==> config.mk <==
export PLATFORM = sky130hd
export DESIGN_NAME = gb4ed_sng
export DESIGN_NICKNAME = d
export VERILOG_FILES = /design/src/rtl/gb4ed_sng.sv
export SDC_FILE = /design/constraint.sdc
export NUM_CORES = 1
export LEC_CHECK = 0
export CORE_AREA = 3 3 152 154
export CTS_CLUSTER_DIAMETER = 40
export DETAILED_ROUTE_END_ITERATION = 8
export DIE_AREA = 0 0 155 157
export GPL_TIMING_DRIVEN = 0
export PLACE_DENSITY = 0.79
export REMOVE_ABC_BUFFERS = 1
export SYNTH_ARGS = -nofsm -noshare
export SYNTH_HDL_FRONTEND = slang
export SYNTH_SLANG_ARGS = --single-unit
==> constraint.sdc <==
create_clock -name clk -period 10.1 [get_ports clk]
set_clock_uncertainty 0.2 [all_clocks]
set_input_delay 2.525 -clock clk [delete_from_list [all_inputs] [get_ports clk]]
set_output_delay 2.525 -clock clk [all_outputs]
set_load 0.01 [all_outputs]
==> src/rtl/gb4ed_sng.sv <==
// gb4ed_sng: stochastic number generator bank for the 4-pixel Gaussian-blur
// Roberts-cross edge detector. It latches 20 pixel intensities on a start
// handshake and then emits LEN cycles of 21 unipolar bitstreams.
//
// Ports:
//   clk, rst (sync, active-high)
//   start / ready   frame request handshake (accepted on start && ready)
//   px[20*WIDTH]    pixel i in px[WIDTH*i +: WIDTH], drives x[i+1]
//   valid, last     stream bit qualifier and final-cycle marker
//   x[20:0]         x[20:1] pixel streams, x[0] 0.5-probability select stream
//
// Build option: define GB4ED_SNG_DECORR_EN to drive x[0] from an independent
// select LFSR (seeded with SEED_C) instead of the pixel LFSR's low bit.

module gb4ed_sng #(
    parameter int               WIDTH  = 8,
    parameter int               LEN    = 255,
    parameter logic [WIDTH-1:0] SEED_P = WIDTH'(8'hB4),
    parameter logic [WIDTH-1:0] SEED_C = WIDTH'(8'h5A)
) (
    input  logic                  clk,
    input  logic                  rst,
    input  logic                  start,
    input  logic [20*WIDTH-1:0]   px,
    output logic                  ready,
    output logic                  valid,
    output logic [20:0]           x,
    output logic                  last
);

    if (!(WIDTH == 8 || WIDTH == 10)) begin : g_bad_width
        $error("gb4ed_sng: WIDTH must be 8 or 10");
    end
    if (LEN < 1 || LEN > 65535) begin : g_bad_len
        $error("gb4ed_sng: LEN must be in 1..65535");
    end

    // An all-zero seed would lock the LFSR, so it is bumped to 1.
    localparam logic [WIDTH-1:0] SEED_P_I =
        (SEED_P == '0) ? WIDTH'(1) : SEED_P;
    localparam logic [WIDTH-1:0] TAP_P =
        (WIDTH == 8) ? WIDTH'(8'hB8) : WIDTH'(10'h240);
    localparam logic [15:0] LAST_CNT = 16'(LEN - 1);

    typedef enum logic {
        S_IDLE = 1'b0,
        S_RUN  = 1'b1
    } state_t;

    state_t              state_q, state_d;
    logic [20*WIDTH-1:0] px_q, px_d;
    logic [WIDTH-1:0]    lfsr_p_q, lfsr_p_d;
    logic [15:0]         cnt_q, cnt_d;
    logic                ready_q, ready_d;
    logic                valid_q, valid_d;
    logic                last_q, last_d;
    logic [20:0]         x_q, x_d;
    logic [WIDTH-1:0]    r_p;

`ifdef GB4ED_SNG_DECORR_EN
    localparam logic [WIDTH-1:0] SEED_C_I =
        (SEED_C == '0) ? WIDTH'(1) : SEED_C;
    localparam logic [WIDTH-1:0] TAP_C =
        (WIDTH == 8) ? WIDTH'(8'h8E) : WIDTH'(10'h204);
    localparam logic [WIDTH-1:0] HALF = WIDTH'(1) << (WIDTH - 1);

    logic [WIDTH-1:0]    lfsr_c_q, lfsr_c_d;
    logic [WIDTH-1:0]    r_c;
`endif

    always_comb begin
        state_d  = state_q;
        px_d     = px_q;
        lfsr_p_d = lfsr_p_q;
        cnt_d    = cnt_q;
`ifdef GB4ED_SNG_DECORR_EN
        lfsr_c_d = lfsr_c_q;
`endif
        unique case (state_q)
            S_IDLE: begin
                if (start) begin
                    state_d  = S_RUN;
                    px_d     = px;
                    lfsr_p_d = SEED_P_I;
                    cnt_d    = '0;
`ifdef GB4ED_SNG_DECORR_EN
                    lfsr_c_d = SEED_C_I;
`endif
                end
            end
            S_RUN: begin
                lfsr_p_d = {lfsr_p_q[WIDTH-2:0], ^(lfsr_p_q & TAP_P)};
                cnt_d    = cnt_q + 16'd1;
`ifdef GB4ED_SNG_DECORR_EN
                lfsr_c_d = {lfsr_c_q[WIDTH-2:0], ^(lfsr_c_q & TAP_C)};
`endif
                if (cnt_q == LAST_CNT) begin
                    state_d = S_IDLE;
                end
            end
            default: state_d = S_IDLE;
        endcase

        // Outputs are registered, so they are computed from next state:
        // the cycle after accept shows the seed-driven comparison.
        ready_d = (state_d == S_IDLE);
        valid_d = (state_d == S_RUN);
        last_d  = valid_d && (cnt_d == LAST_CNT);
        r_p     = lfsr_p_d - WIDTH'(1);
        x_d     = '0;
`ifdef GB4ED_SNG_DECORR_EN
        r_c     = lfsr_c_d - WIDTH'(1);
`endif
        if (valid_d) begin
            for (int i = 0; i < 20; i++) begin
                x_d[i+1] = (px_d[WIDTH*i +: WIDTH] > r_p);
            end
`ifdef GB4ED_SNG_DECORR_EN
            x_d[0] = (r_c < HALF);
`else
            x_d[0] = lfsr_p_d[0];
`endif
        end
    end

    always_ff @(posedge clk) begin
        if (rst) begin
            state_q  <= S_IDLE;
            px_q     <= '0;
            lfsr_p_q <= SEED_P_I;
            cnt_q    <= '0;
            ready_q  <= 1'b1;
            valid_q  <= 1'b0;
            last_q   <= 1'b0;
            x_q      <= '0;
`ifdef GB4ED_SNG_DECORR_EN
            lfsr_c_q <= SEED_C_I;
`endif
        end else begin
            state_q  <= state_d;
            px_q     <= px_d;
            lfsr_p_q <= lfsr_p_d;
            cnt_q    <= cnt_d;
            ready_q  <= ready_d;
            valid_q  <= valid_d;
            last_q   <= last_d;
            x_q      <= x_d;
`ifdef GB4ED_SNG_DECORR_EN
            lfsr_c_q <= lfsr_c_d;
`endif
        end
    end

    assign ready = ready_q;
    assign valid = valid_q;
    assign last  = last_q;
    assign x     = x_q;

endmodule
# Word level (Yosys, flattened, before mapping)
# Index checks and enable logic that the tools add are counted.
# word_totals
reg_bits	208
output_inout_bits	24
elab_cells	45
# classes
n_reduce_logical	3
magnitude_cmp	20
mux	9
eq_ne	2
bitwise_logic	2
n_addsub	2
# op_table
op	count
$mux W160	2
$gt A8 B8 Y1	20
$eq A16 B8 Y1 const B	2
$pmux W16 S2	1
$add A16 B1 Y16 const B	1
$mux W16	1
$pmux W8 S2	1
$mux W8	1
$reduce_xor A8 Y1	1
$sub A8 B1 Y8 const B	1
$mux W1	2
$not A1 Y1	2
$pmux W1 S2	1
$reduce_or A2 Y1	1
$logic_and A1 B1 Y1	1

# Longest topological paths before layout
# depth
depth_word	5
ltp_mapped	16

# Worst setup path before layout
# Ideal clock, no wire load.
# synth_timing
path_type	input -> register
from	input start
to	register x_q[16] (netlist: x[16])
setup_ps	86
stages	10
path_buffers	0
required_ps	9814
arrival_time_ps	5306
slack_ps	4508
path_cell_list	or4_1 -> a221o_1 -> a221oi_1 -> xnor2_1 -> ha_1 -> nand3_1 -> o21bai_1 -> a221oi_1 -> nor2_1 -> a211oi_1
# synth_via
elab_chain_cells	4
elab_cells_between_ends	10
cone_classes	add/sub: 1; order compare: 1; mux: 6; bitwise: 1; reduce/logical: 1
# synth_lines
item	line	source
start: declaration	23	input logic start,
$mux W8 or $mux W1 (tied branches)	81	if (start) begin
$pmux W8 S2 or $pmux W1 S2 (tied branches)	79	unique case (state_q)
$sub A8 B1 Y8 or $not A1 Y1 (tied branches)	--	
$gt A8 B8 Y1 or $reduce_or A2 Y1 (tied branches)	--	
end signal: assignment	135	x_q <= '0;
end signal: assignment	147	x_q <= x_d;
end: declaration	57	logic [20:0] x_q, x_d;
# Parallel ways exist; a longest one is shown, timed or not.
# A chain may end at the register's enable or synchronous reset.

# Worst setup path in the final report
# layout_timing
from	input start
to	register x_q[17] (netlist: x[17])
# Same word-level chain as after synthesis.

==> run summary <==
Core Util, Final -> 66.3%
Reg-to-Reg End -> x[17]
Worst Hold Class -> flip-flop to flip-flop
CTS Buf Count -> 37
WP data arrival -> 6.81 ns
Post-CTS Setup Repair Bufs -> 0
gr usage total -> 22.9%
syn avg cell area -> 8.18 um2
# IOs -> 187
starting DRC count in detailed routing -> 488
share of layout cells above drive strength 1 -> 6.22%
Yosys top cell area share -> 38.3%
kind of critical path -> input pin to flip-flop
Nets -> 1,787
Initial Util -> 49.8%
Layout Cells excl Fill -> 1,808
DR DRC count -> 0
Synthesis Warnings -> 0
TritonCTS clock tree -> built
Critical Path Sink Type -> flip-flop
placer congestion estimate -> 0.802
measured slew at the worst slew-check pin -> 1.34 ns
Worst Setup Start Kind -> input pin
Placed Area -> 0.0132 mm2
Clock transition at path regs -> 0.05 ns
total grt overflow -> 0
RSZ-0062 raised after global routing -> no
crit path max fanout -> 15
CTS resizes -> 0
Rel. slew slack -> 10.3%
Area Overhead vs Synth -> 33.1%
synthesized instance count -> 1,330
Die X-Extent -> 155 um
Seq/Total Area, Yosys -> 38.3%
Area contributors post-synth -> dfxtp_1 38%, ha_1 14%, nand2_1 12%, a21oi_1 6.9%, mux2i_1 5.8%
CP Launch Point -> start
maximum vdd ir drop -> 132 uV
vias in the first global route -> 9,662
predominant post-synthesis flop cell -> dfxtp_1
period utilisation layout -> 65.5%
Clock Sinks -> 208
Routed WL -> 28,900 um
total power -> 0.00269 W
FILL cells -> 1,751
Slew Limit Fails -> 0
fmax -> 0.151 GHz
hold-fix buffer count after cts -> 0
first-pass GRT wire length -> 46,300 um
Chip Height -> 157 um
vias post-DR -> 9,958
wire length per cell -> 16.0 um
crit path capture -> x[17]
PwrDens -> 186 mW/mm2
die area -> 0.0243 mm2
Port Buffers -> 186
Final Hold Vio Count -> 0
Yosys cell types -> 51
clock latency on the worst-skew pair -> 0.49 ns
max-cap violations -> 0
Final setup viols -> 0
outcome -> complete, no violations
Post-Route Setup TNS -> 0 ns
clk buf depth -> 3
Root Buffer -> clkbuf_16
CP required -> 10.29 ns
Register-to-Register Path Depth -> 11
largest net degree at the start of global routing -> 125
reg2reg setup slack -> 5.18 ns
fin crit period -> 6.62 ns
Routed Antenna Nets -> 0
DP HPWL -> 19,700 um
Inst Count DP -> 1,743
Synth Cell Area -> 0.0109 mm2
DRT Pass-1 Iters -> 5
H-tree Lvls -> 2
Core Box Area -> 0.0218 mm2
number of synthesized flops with an enable pin -> 0
Reg2Reg Launch Point -> valid
Yosys reg bits -> 208
DR vias/cell -> 5.51
Design Area, Final -> 0.0145 mm2
# rows -> 54
Lkg Pwr -> 6.39 nW
biggest area consumer among synthesized cells -> dfxtp_1
number of antenna violations at the first check in global routing -> 1
asr flop ratio synth -> 0%
==> cells in the mapped netlist (all sizes together) (2+ instances only) <==
| cell | instances |
|---|---|
| nand3b | 2 |
| nor2b | 24 |
| a221oi | 5 |
| nor2 | 106 |
| a22oi | 5 |
| o31ai | 3 |
| nor3 | 9 |
| nand2b | 6 |
| and3 | 7 |
| dfxtp | 208 |
| xnor2 | 6 |
| o21a | 37 |
| nand4 | 18 |
| or4 | 2 |
| clkbuf | 48 |
| xor2 | 4 |
| ha | 122 |
| inv | 7 |
| or3 | 3 |
| o21bai | 5 |
| nand2 | 347 |
| nor4 | 2 |
| a21oi | 150 |
| nand3 | 19 |
| o22ai | 35 |
| a211oi | 20 |
| mux2i | 63 |
| a21o | 5 |
| o21ai | 19 |
| mux2 | 4 |
| buf | 20 |
| or2 | 4 |
==> stage by stage <==
| stage | hold slack [ns] | setup slack (ns) |
|---|---|---|
| finish | 0.259 | 3.48 |
| global route | 0.273 | 3.29 |
| CTS | 0.262 | 3.50 |
| detailed placement | 0.255 | 3.04 |
| global placement | 0.250 | -6.64 |
| floorplan | 0.238 | -1.54 |
==> area by class of cell <==
| type | count | area [um2] | share of cell area, % |
|---|---|---|---|
| Clock buffer | 46 | 1000 | 6.91 |
| Clock inverter | 18 | 267 | 1.84 |
| Antenna cell | 1 | 2.50 | 0.0173 |
| Inverter | 7 | 26.3 | 0.182 |
| Timing Repair Buffer | 201 | 2180 | 15.1 |
| Multi-Input combinational cell | 1047 | 6480 | 44.8 |
| Sequential cell | 208 | 4160 | 28.8 |
| Tap cell | 280 | 350 | 2.42 |
==> cell families (layout without fill, tap and decap cells) <==
logic type | count (synthesis) | after routing | synth area share, %
AND/OR/NAND/NOR | 552 | 552 | 21.1
AO/OA/AOI/OAI | 295 | 295 | 16.3
flip-flops | 208 | 208 | 38.3
adder cells (fa/ha/maj) | 122 | 122 | 14.0
buffers and inverters | 75 | 272 | 2.91
multiplexers | 67 | 67 | 6.21
XOR/XNOR | 11 | 11 | 1.15
other | 0 | 1 | 0
==> critical path, stage by stage <==
cell             delay, ns
clkdlybuf4s50_1       0.71
or4_1                 0.64
a221o_1               0.39
a221oi_1              0.59
xnor2_2               0.46
buf_16                0.30
ha_1                  0.30
nand3_1               0.11
o21bai_1              0.17
a221oi_1              0.27
nor2_1                0.09
a211oi_1              0.24
==> cell usage in the layout, fill, tap and decap left out, drive strengths merged, types with 18 or more instances in the layout <==
cell,netlist,routed
a211oi,20,20
a21oi,150,150
clkbuf,48,46
clkdlybuf4s50,0,185
dfxtp,208,208
ha,122,122
mux2i,63,63
nand2,347,347
nand3,19,19
nand4,18,18
nor2,106,106
nor2b,24,24
o21a,37,37
o21ai,19,19
o22ai,35,35
==> layer usage <==
layer  share of wire (%)  up-vias  GRT usage, %
met1                  42     4604          27.7
met4                 2.5        0          8.20
met5                   0        -             0
li1                    -     5002             -
met3                 6.7       67          5.22
met2                  48      285          40.1
==> worst min-delay path by stage <==
stage | start | endpoint | slack (ns) | depth (start not counted)
after detailed placement | px_q[68] | px_q[68] | 0.26 | 2
after floorplan | px_q[100] | px_q[100] | 0.24 | 2
final | px_q[92] | px_q[92] | 0.26 | 2
after CTS | px_q[68] | px_q[68] | 0.26 | 2
after global routing | px_q[146] | px_q[146] | 0.27 | 2
after global placement | px_q[125] | px_q[125] | 0.25 | 2
==> power by group <==
group          internal (W)  switching (W)
combinational      0.000248       0.000286
sequential         0.000866      0.0000176
clock              0.000854       0.000416
==> flip-flops by register name, summed over array words and instances (netlist names) <==
| signal | flops |
|---|---|
| ready | 1 |
| cnt_q | 16 |
| px_q | 160 |
| lfsr_p_q | 8 |
| last | 1 |
| valid | 1 |
| x | 21 |
No activity file was read; power rests on OpenSTA's default activity.
